**src/rtl/uart_pkg.sv**
```systemverilog
// Shared types and constants for the 16x-oversampling UART receiver.
package uart_pkg;

  typedef enum logic [2:0] {
    ST_IDLE,
    ST_START,
    ST_DATA,
    ST_PARITY,
    ST_STOP1,
    ST_STOP2
  } rx_state_e;

  localparam int OVERSAMPLE = 16;
  localparam int SAMPLE_LO  = 7;
  localparam int SAMPLE_MID = 8;
  localparam int SAMPLE_HI  = 9;
  localparam int BPW_MAX    = 15;

  function automatic logic maj3(input logic a, input logic b, input logic c);
    return (a & b) | (a & c) | (b & c);
  endfunction

  function automatic logic [3:0] clamp_bpw(input logic [4:0] bpw);
    return (bpw > 5'(BPW_MAX)) ? 4'(BPW_MAX) : bpw[3:0];
  endfunction

endpackage

```
**src/rtl/uart_os_tick.sv**
```systemverilog
// Oversampling tick generator: one tick every clk_div+1 clocks, phase reset by restart.
module uart_os_tick #(
  parameter int DIV_WIDTH = 16
) (
  input  logic                 clk,
  input  logic                 rst,
  input  logic [DIV_WIDTH-1:0] clk_div,
  input  logic                 restart,
  output logic                 tick
);

  logic [DIV_WIDTH-1:0] cnt_q, cnt_d;

  // >= rather than == so a divider lowered below the current count wraps at once
  assign tick = (cnt_q >= clk_div);

  always_comb begin
    cnt_d = cnt_q + 1'b1;
    if (restart || tick) cnt_d = '0;
  end

  always_ff @(posedge clk or posedge rst) begin
    if (rst) cnt_q <= '0;
    else     cnt_q <= cnt_d;
  end

endmodule

```
**src/rtl/uart_rx_oversample.sv**
```systemverilog
// UART receive front end: 2-FF sync, 16x tick sampling with 2-of-3 vote, valid/ready output.
// Optional break detection is built when UART_RX_BREAK_DETECT_EN is defined.
//
// state  | meaning
// IDLE   | waiting for a synchronised falling edge
// START  | validating the start bit (false start returns to IDLE)
// DATA   | shifting in bits_per_word+1 data bits, LSB first
// PARITY | checking the parity bit
// STOP1  | checking the first stop bit
// STOP2  | checking the second stop bit
module uart_rx_oversample #(
  parameter int DATA_WIDTH = 16,
  parameter int DIV_WIDTH  = 16,
  parameter int OVERSAMPLE = 16
) (
  input  logic                  clk,
  input  logic                  rst,
  input  logic                  rx,
  input  logic [DIV_WIDTH-1:0]  clk_div,
  input  logic [4:0]            bits_per_word,
  input  logic                  parity_en,
  input  logic                  parity_odd,
  input  logic                  two_stop_bit,
  input  logic                  err_clr,
  output logic [DATA_WIDTH-1:0] data_out,
  output logic                  data_valid,
  input  logic                  data_ready,
  output logic                  busy,
  output logic                  parity_error,
  output logic                  frame_error,
`ifdef UART_RX_BREAK_DETECT_EN
  output logic                  break_det,
`endif
  output logic                  overrun
);

  import uart_pkg::*;

  localparam logic [3:0] TICK_LAST = 4'(OVERSAMPLE - 1);

  rx_state_e             state_q, state_d;
  logic [2:0]            sync_q, sync_d;
  logic [3:0]            idx_q, idx_d;
  logic [1:0]            smp_q, smp_d;
  logic [3:0]            bit_cnt_q, bit_cnt_d;
  logic [3:0]            bpw_q, bpw_d;
  logic                  par_en_q, par_en_d;
  logic                  par_odd_q, par_odd_d;
  logic                  two_stop_q, two_stop_d;
  logic [DATA_WIDTH-1:0] shreg_q, shreg_d;
  logic [DATA_WIDTH-1:0] data_q, data_d;
  logic                  valid_q, valid_d;
  logic                  perr_q, perr_d;
  logic                  ferr_q, ferr_d;
  logic                  ovr_q, ovr_d;

  logic rx_s, start_edge, start_det, tick, smp_tick, last_tick, bit_val;
  logic is_break, armed;
  logic word_done, set_perr, set_ferr;

  assign rx_s       = sync_q[1];
  assign start_edge = sync_q[2] & ~sync_q[1];
  assign start_det  = (state_q == ST_IDLE) && start_edge && armed;
  assign smp_tick   = tick && (idx_q == 4'(SAMPLE_HI));
  assign last_tick  = tick && (idx_q == TICK_LAST);
  assign bit_val    = maj3(smp_q[0], smp_q[1], rx_s);

  uart_os_tick #(.DIV_WIDTH(DIV_WIDTH)) u_tick (
    .clk     (clk),
    .rst     (rst),
    .clk_div (clk_div),
    .restart (start_det),
    .tick    (tick)
  );

`ifdef UART_RX_BREAK_DETECT_EN
  logic par_bit_q, par_bit_d;
  logic brk_wait_q, brk_wait_d;
  logic break_det_q, break_det_d;

  assign is_break = (state_q == ST_STOP1) && !bit_val && (shreg_q == '0) &&
                    !(par_en_q && par_bit_q);
  assign armed    = !brk_wait_q;

  always_comb begin
    par_bit_d   = par_bit_q;
    brk_wait_d  = brk_wait_q;
    break_det_d = is_break && smp_tick;
    if (state_q == ST_PARITY && smp_tick) par_bit_d = bit_val;
    // after a break the line must be seen high on a tick before edges count again
    if (is_break && smp_tick)                           brk_wait_d = 1'b1;
    else if (state_q == ST_IDLE && tick && rx_s)        brk_wait_d = 1'b0;
  end

  always_ff @(posedge clk or posedge rst) begin
    if (rst) begin
      par_bit_q   <= 1'b0;
      brk_wait_q  <= 1'b0;
      break_det_q <= 1'b0;
    end else begin
      par_bit_q   <= par_bit_d;
      brk_wait_q  <= brk_wait_d;
      break_det_q <= break_det_d;
    end
  end

  assign break_det = break_det_q;
`else
  assign is_break = 1'b0;
  assign armed    = 1'b1;
`endif

  always_ff @(posedge clk or posedge rst) begin
    if (rst) state_q <= ST_IDLE;
    else     state_q <= state_d;
  end

  always_comb begin
    state_d = state_q;
    case (state_q)
      ST_IDLE:   if (start_det) state_d = ST_START;
      ST_START: begin
        if (smp_tick && bit_val) state_d = ST_IDLE;
        else if (last_tick)      state_d = ST_DATA;
      end
      ST_DATA: begin
        if (last_tick && (bit_cnt_q == bpw_q))
          state_d = par_en_q ? ST_PARITY : ST_STOP1;
      end
      ST_PARITY: if (last_tick) state_d = ST_STOP1;
      ST_STOP1: begin
        if (smp_tick && (is_break || !two_stop_q)) state_d = ST_IDLE;
        else if (last_tick)                        state_d = ST_STOP2;
      end
      ST_STOP2:  if (smp_tick) state_d = ST_IDLE;
      default:   state_d = ST_IDLE;
    endcase
  end

  always_comb begin
    busy      = (state_q != ST_IDLE);
    word_done = 1'b0;
    set_perr  = 1'b0;
    set_ferr  = 1'b0;
    if (smp_tick) begin
      case (state_q)
        ST_PARITY: set_perr = (bit_val != ((^shreg_q) ^ par_odd_q));
        ST_STOP1: begin
          if (!is_break) begin
            set_ferr  = !bit_val;
            word_done = !two_stop_q;
          end
        end
        ST_STOP2: begin
          set_ferr  = !bit_val;
          word_done = 1'b1;
        end
        default: ;
      endcase
    end
  end

  always_comb begin
    sync_d     = {sync_q[1:0], rx};
    idx_d      = idx_q;
    smp_d      = smp_q;
    bit_cnt_d  = bit_cnt_q;
    shreg_d    = shreg_q;
    bpw_d      = bpw_q;
    par_en_d   = par_en_q;
    par_odd_d  = par_odd_q;
    two_stop_d = two_stop_q;

    if (start_det) begin
      idx_d      = '0;
      bit_cnt_d  = '0;
      shreg_d    = '0;
      bpw_d      = clamp_bpw(bits_per_word);
      par_en_d   = parity_en;
      par_odd_d  = parity_odd;
      two_stop_d = two_stop_bit;
    end else if (tick && state_q != ST_IDLE) begin
      idx_d = idx_q + 4'd1;
    end

    if (tick && idx_q == 4'(SAMPLE_LO))  smp_d[0] = rx_s;
    if (tick && idx_q == 4'(SAMPLE_MID)) smp_d[1] = rx_s;

    if (state_q == ST_DATA && smp_tick)  shreg_d[bit_cnt_q] = bit_val;
    if (state_q == ST_DATA && last_tick) bit_cnt_d = bit_cnt_q + 4'd1;
  end

  always_comb begin
    data_d  = data_q;
    valid_d = valid_q;
    if (valid_q && data_ready) valid_d = 1'b0;
    // a full holding register with no consumer keeps the old word
    if (word_done && !(valid_q && !data_ready)) begin
      data_d  = shreg_q;
      valid_d = 1'b1;
    end
    perr_d = (perr_q && !err_clr) || set_perr;
    ferr_d = (ferr_q && !err_clr) || set_ferr;
    ovr_d  = (ovr_q && !err_clr) || (word_done && valid_q && !data_ready);
  end

  always_ff @(posedge clk or posedge rst) begin
    if (rst) begin
      sync_q     <= 3'b111;
      idx_q      <= '0;
      smp_q      <= '0;
      bit_cnt_q  <= '0;
      shreg_q    <= '0;
      bpw_q      <= '0;
      par_en_q   <= 1'b0;
      par_odd_q  <= 1'b0;
      two_stop_q <= 1'b0;
      data_q     <= '0;
      valid_q    <= 1'b0;
      perr_q     <= 1'b0;
      ferr_q     <= 1'b0;
      ovr_q      <= 1'b0;
    end else begin
      sync_q     <= sync_d;
      idx_q      <= idx_d;
      smp_q      <= smp_d;
      bit_cnt_q  <= bit_cnt_d;
      shreg_q    <= shreg_d;
      bpw_q      <= bpw_d;
      par_en_q   <= par_en_d;
      par_odd_q  <= par_odd_d;
      two_stop_q <= two_stop_d;
      data_q     <= data_d;
      valid_q    <= valid_d;
      perr_q     <= perr_d;
      ferr_q     <= ferr_d;
      ovr_q      <= ovr_d;
    end
  end

  assign data_out     = data_q;
  assign data_valid   = valid_q;
  assign parity_error = perr_q;
  assign frame_error  = ferr_q;
  assign overrun      = ovr_q;

endmodule

```
**config.mk**
```make
export PLATFORM = sky130hd
export DESIGN_NAME = uart_rx_oversample
export DESIGN_NICKNAME = d
export VERILOG_FILES = /design/src/rtl/uart_pkg.sv /design/src/rtl/uart_os_tick.sv /design/src/rtl/uart_rx_oversample.sv
export SDC_FILE = /design/constraint.sdc
export NUM_CORES = 1
export LEC_CHECK = 0
export BUFFER_PORTS_ARGS = -buffer_cell sky130_fd_sc_hd__buf_2
export CAP_MARGIN = 40
export CELL_PAD_IN_SITES_DETAIL_PLACEMENT = 0
export CELL_PAD_IN_SITES_GLOBAL_PLACEMENT = 1
export CORE_MARGIN = 4
export CORE_UTILIZATION = 40
export DETAILED_ROUTE_END_ITERATION = 7
export MAX_ROUTING_LAYER = met4
export PLACE_DENSITY_LB_ADDON = 0.2
export SLEW_MARGIN = 20
export SYNTH_ARGS = -nofsm -noshare
export SYNTH_HDL_FRONTEND = slang
export SYNTH_SLANG_ARGS = --single-unit
```
**constraint.sdc**
```tcl
create_clock -name clk -period 6.2 [get_ports clk]
set_clock_uncertainty 0.1 [all_clocks]
set_input_delay 0.62 -clock clk [delete_from_list [all_inputs] [get_ports clk]]
set_output_delay 0.62 -clock clk [all_outputs]
set_load 0.02 [all_outputs]
```
==> results.md <==
* Setup violators final at 0
* RSZ-0062 raised after global routing: false
* First-pass GRT wire length at 14800 um
* CTS root buf: clkbuf_8
* TritonCTS clock tree: yes
* Post-route setup TNS at 0 ps
* Initial Utilization at 0.414
* Synth Area in XOR/XNOR at 0.0775
* DRT antenna net count at 0
* CTS Buf Count at 9
* First-pass detailed-route iteration total at 5
* Final WL at 8510 um
* Crit path launch type: register
* Final nets at 513
* R2R setup slack at 2950 ps
* CP Cell Sequence: ha_1 -> nand4_1 -> or3_1 -> a311o_1 -> a31oi_4 -> nand4_4 -> mux2_4
* Vias in the first global route at 2991
* Wire per inst at 14.2 um
* DRC violations left at 0
* Critical-path top delay cell: a31oi_4
* Syn_nets at 460
* Final instance area at 4730 sq um
* Pwr Density at 234 nW/um^2
* Synth Cell Area at 4070 sq um
* Compound-Gate Fraction of Synth Area at 0.0910
* Row count at 36
* Predominant post-synthesis flop cell: dfrtp_1
* Antenna diodes at 0
* EDFF count, synth at 0
* Worst-Skew Late Latency at 340 ps
* GP Congestion at 0.808
* Setup bufs post-CTS at 0
* Reg2reg start: u_tick.cnt_q[13]$_DFF_PP0_
* Gr ovfl total at 0
* Core Box Area at 9820 sq um
* Post-Synthesis Cells at 407
* Clock transition at path regs at 90 ps
* Max Clk Rate at 0.307 GHz
* Ys async rst share at 1.00
* Sequential area share after synthesis at 0.462
* Max cap viols at 0
* CTS Hold Bufs at 0
* CP max stage delay at 520 ps
* P_leak at 0.00236 uW
* Area of the multi-input gates at 2010 sq um
* Status: finished clean
* Initial DRC count at 115
* Depth of the worst register-to-register path at 7
* Data required, critical path at 6320 ps
* Crit path max-delay family: simple AND/OR/NAND/NOR gates
* Slew margin rel. at 0.514
* Largest net degree at the start of global routing at 52
* Area growth syn-to-layout at 16.4%
* Pre-CTS setup slack at 2650 ps
* Slew @ Worst Pin at 728 ps
* Synth Area in Simple Gates at 0.185
* WP buf/inv at 0
* Element type at the critical path end: register
* Number of I/O port buffers at 49
* Warnings, synthesis at 0
* Fill cell count at 977
* Clock tree buffer depth at 2
* DR vias at 3017
* Final Hold Fails at 0
* IO Pins at 50
* Critical path fanouts, max at 22
* Hold slack at 219 ps
* CTS resizes at 0
* Synth Area in Adders at 0.0738
* DP HPWL at 6240 um
* Vias per cell at 5.05
* HP Class: in2async
* Seq cells post-synth at 75
* Mux cell area share after synthesis at 0.0667
* Main combinational cell family by area after synthesis: simple AND/OR/NAND/NOR gates
* Seq. cell area at 1880 sq um
* Antenna violations before repair at 0
* Crit share post-route at 0.525
* Worst R2R End: data_out[2]$_DFFE_PP0P_
* Minimum clock period at 3250 ps
* H-tree Lvls at 3
* Total power at 1110 uW
* Worst setup margin at 2950 ps
* Share of cells above drive strength 1 at 0.215
* Mapped Avg Cell Area at 10.0 sq um
* Die Width at 109 um
* Tot GR Track Use at 0.163
* Slew Limit Fails at 0
* DIE AREA at 11800 sq um
* Clk sinks at 75
* Yosys cell types at 44
* Die Height at 109 um
* VDD IR max at 97.5 uV
* Arr. time, crit path at 3380 ps
* Placed Area at 4490 sq um
* Critical path class: reg2reg
## worst min-delay path, cell delays in order
cell	delay [ps]
buf_2	100
inv_2	40
buf_4	310
## kinds of logic (layout without fill, tap and decap cells)
logic type	after synthesis	count (layout)
buf+inv	45	103
compound gates	59	59
simple gates	147	147
mux	21	21
xor+xnor	36	36
flops	75	75
fa+ha+maj	24	24
## routing by layer
metal	up-vias	track usage	routed length, um
li1	1517	-	-
met1	1438	0.231	4340
met2	56	0.234	3740
met3	6	0.0397	356
met4	0	0.0451	76
met5	-	-	0
## where the power goes
group / total [uW] / internal, uW / switching [uW]
logic: 109 / 50.9 / 57.7
registers: 539 / 511 / 27.5
clock network: 460 / 270 / 190
## how the worst max path moves through the flow
stage                                           from                  endpoint  cells past startpoint
after floorplan                          clk_div[14]   data_out[0]$_DFFE_PP0P_                      9
after global placement                   clk_div[15]  data_out[13]$_DFFE_PP0P_                      9
after detailed placement                 clk_div[15]   data_out[7]$_DFFE_PP0P_                      9
after CTS                 u_tick.cnt_q[13]$_DFF_PP0_   data_out[7]$_DFFE_PP0P_                      7
after global routing      u_tick.cnt_q[13]$_DFF_PP0_   data_out[2]$_DFFE_PP0P_                      7
final                     u_tick.cnt_q[13]$_DFF_PP0_   data_out[2]$_DFFE_PP0P_                      7
## metrics by stage
stage / util / cells
after CTS: 0.482 / 598
after floorplan: - / 407
final: 0.482 / 598
after global routing: 0.482 / 598
after detailed placement: 0.457 / 582
after global placement: 0.453 / 580
## state kept, by name (all words and copies together), names as in the netlist, 3 cells and up
name,cells
bpw_q,4
u_tick.cnt_q,16
data_out,16
idx_q,4
bit_cnt_q,4
shreg_q,16
sync_q,3
state_q,3
## layout make-up
class / instances / area share
inverters: 32 / 0.0254
clock inverters: 7 / 0.0262
clock buffers: 9 / 0.0262
well taps: 133 / 0.0351
repair buffers: 55 / 0.0655
flip-flops and latches: 75 / 0.397
multi-input cells: 287 / 0.424
## Yosys cell counts, drive strengths merged, types with 3 or more instances
master,instances,area share
and3,4,0.0061
nor3,6,0.0074
and2,3,0.0046
buf,4,0.0061
a21oi,9,0.011
nor2,26,0.024
nor2b,6,0.0092
nand4,26,0.045
nand3,32,0.041
inv,32,0.030
xnor2,17,0.037
a21o,3,0.0055
xor2,19,0.041
nor3b,3,0.0055
o21ai,29,0.036
dfrtp,72,0.44
dfstp,3,0.019
nand2b,3,0.0046
o22ai,4,0.0061
nand2,34,0.031
clkbuf,9,0.0083
ha,24,0.074
mux2,19,0.062
or3,3,0.0046
## placed cells by master (no fill, tap or decap), types with 6 or more instances in the layout
| cell type | count |
|---|---|
| nor2_1 | 26 |
| mux2_4 | 10 |
| a21oi_1 | 9 |
| nor2b_1 | 6 |
| ha_1 | 24 |
| dfrtp_1 | 72 |
| nor3_1 | 6 |
| mux2_2 | 9 |
| nand4_1 | 24 |
| xnor2_1 | 17 |
| nand3_1 | 31 |
| xor2_1 | 19 |
| inv_1 | 31 |
| nand2_1 | 34 |
| clkbuf_8 | 9 |
| buf_2 | 49 |
| o21ai_0 | 28 |
Note: power is estimated with default switching activity, not from simulation.
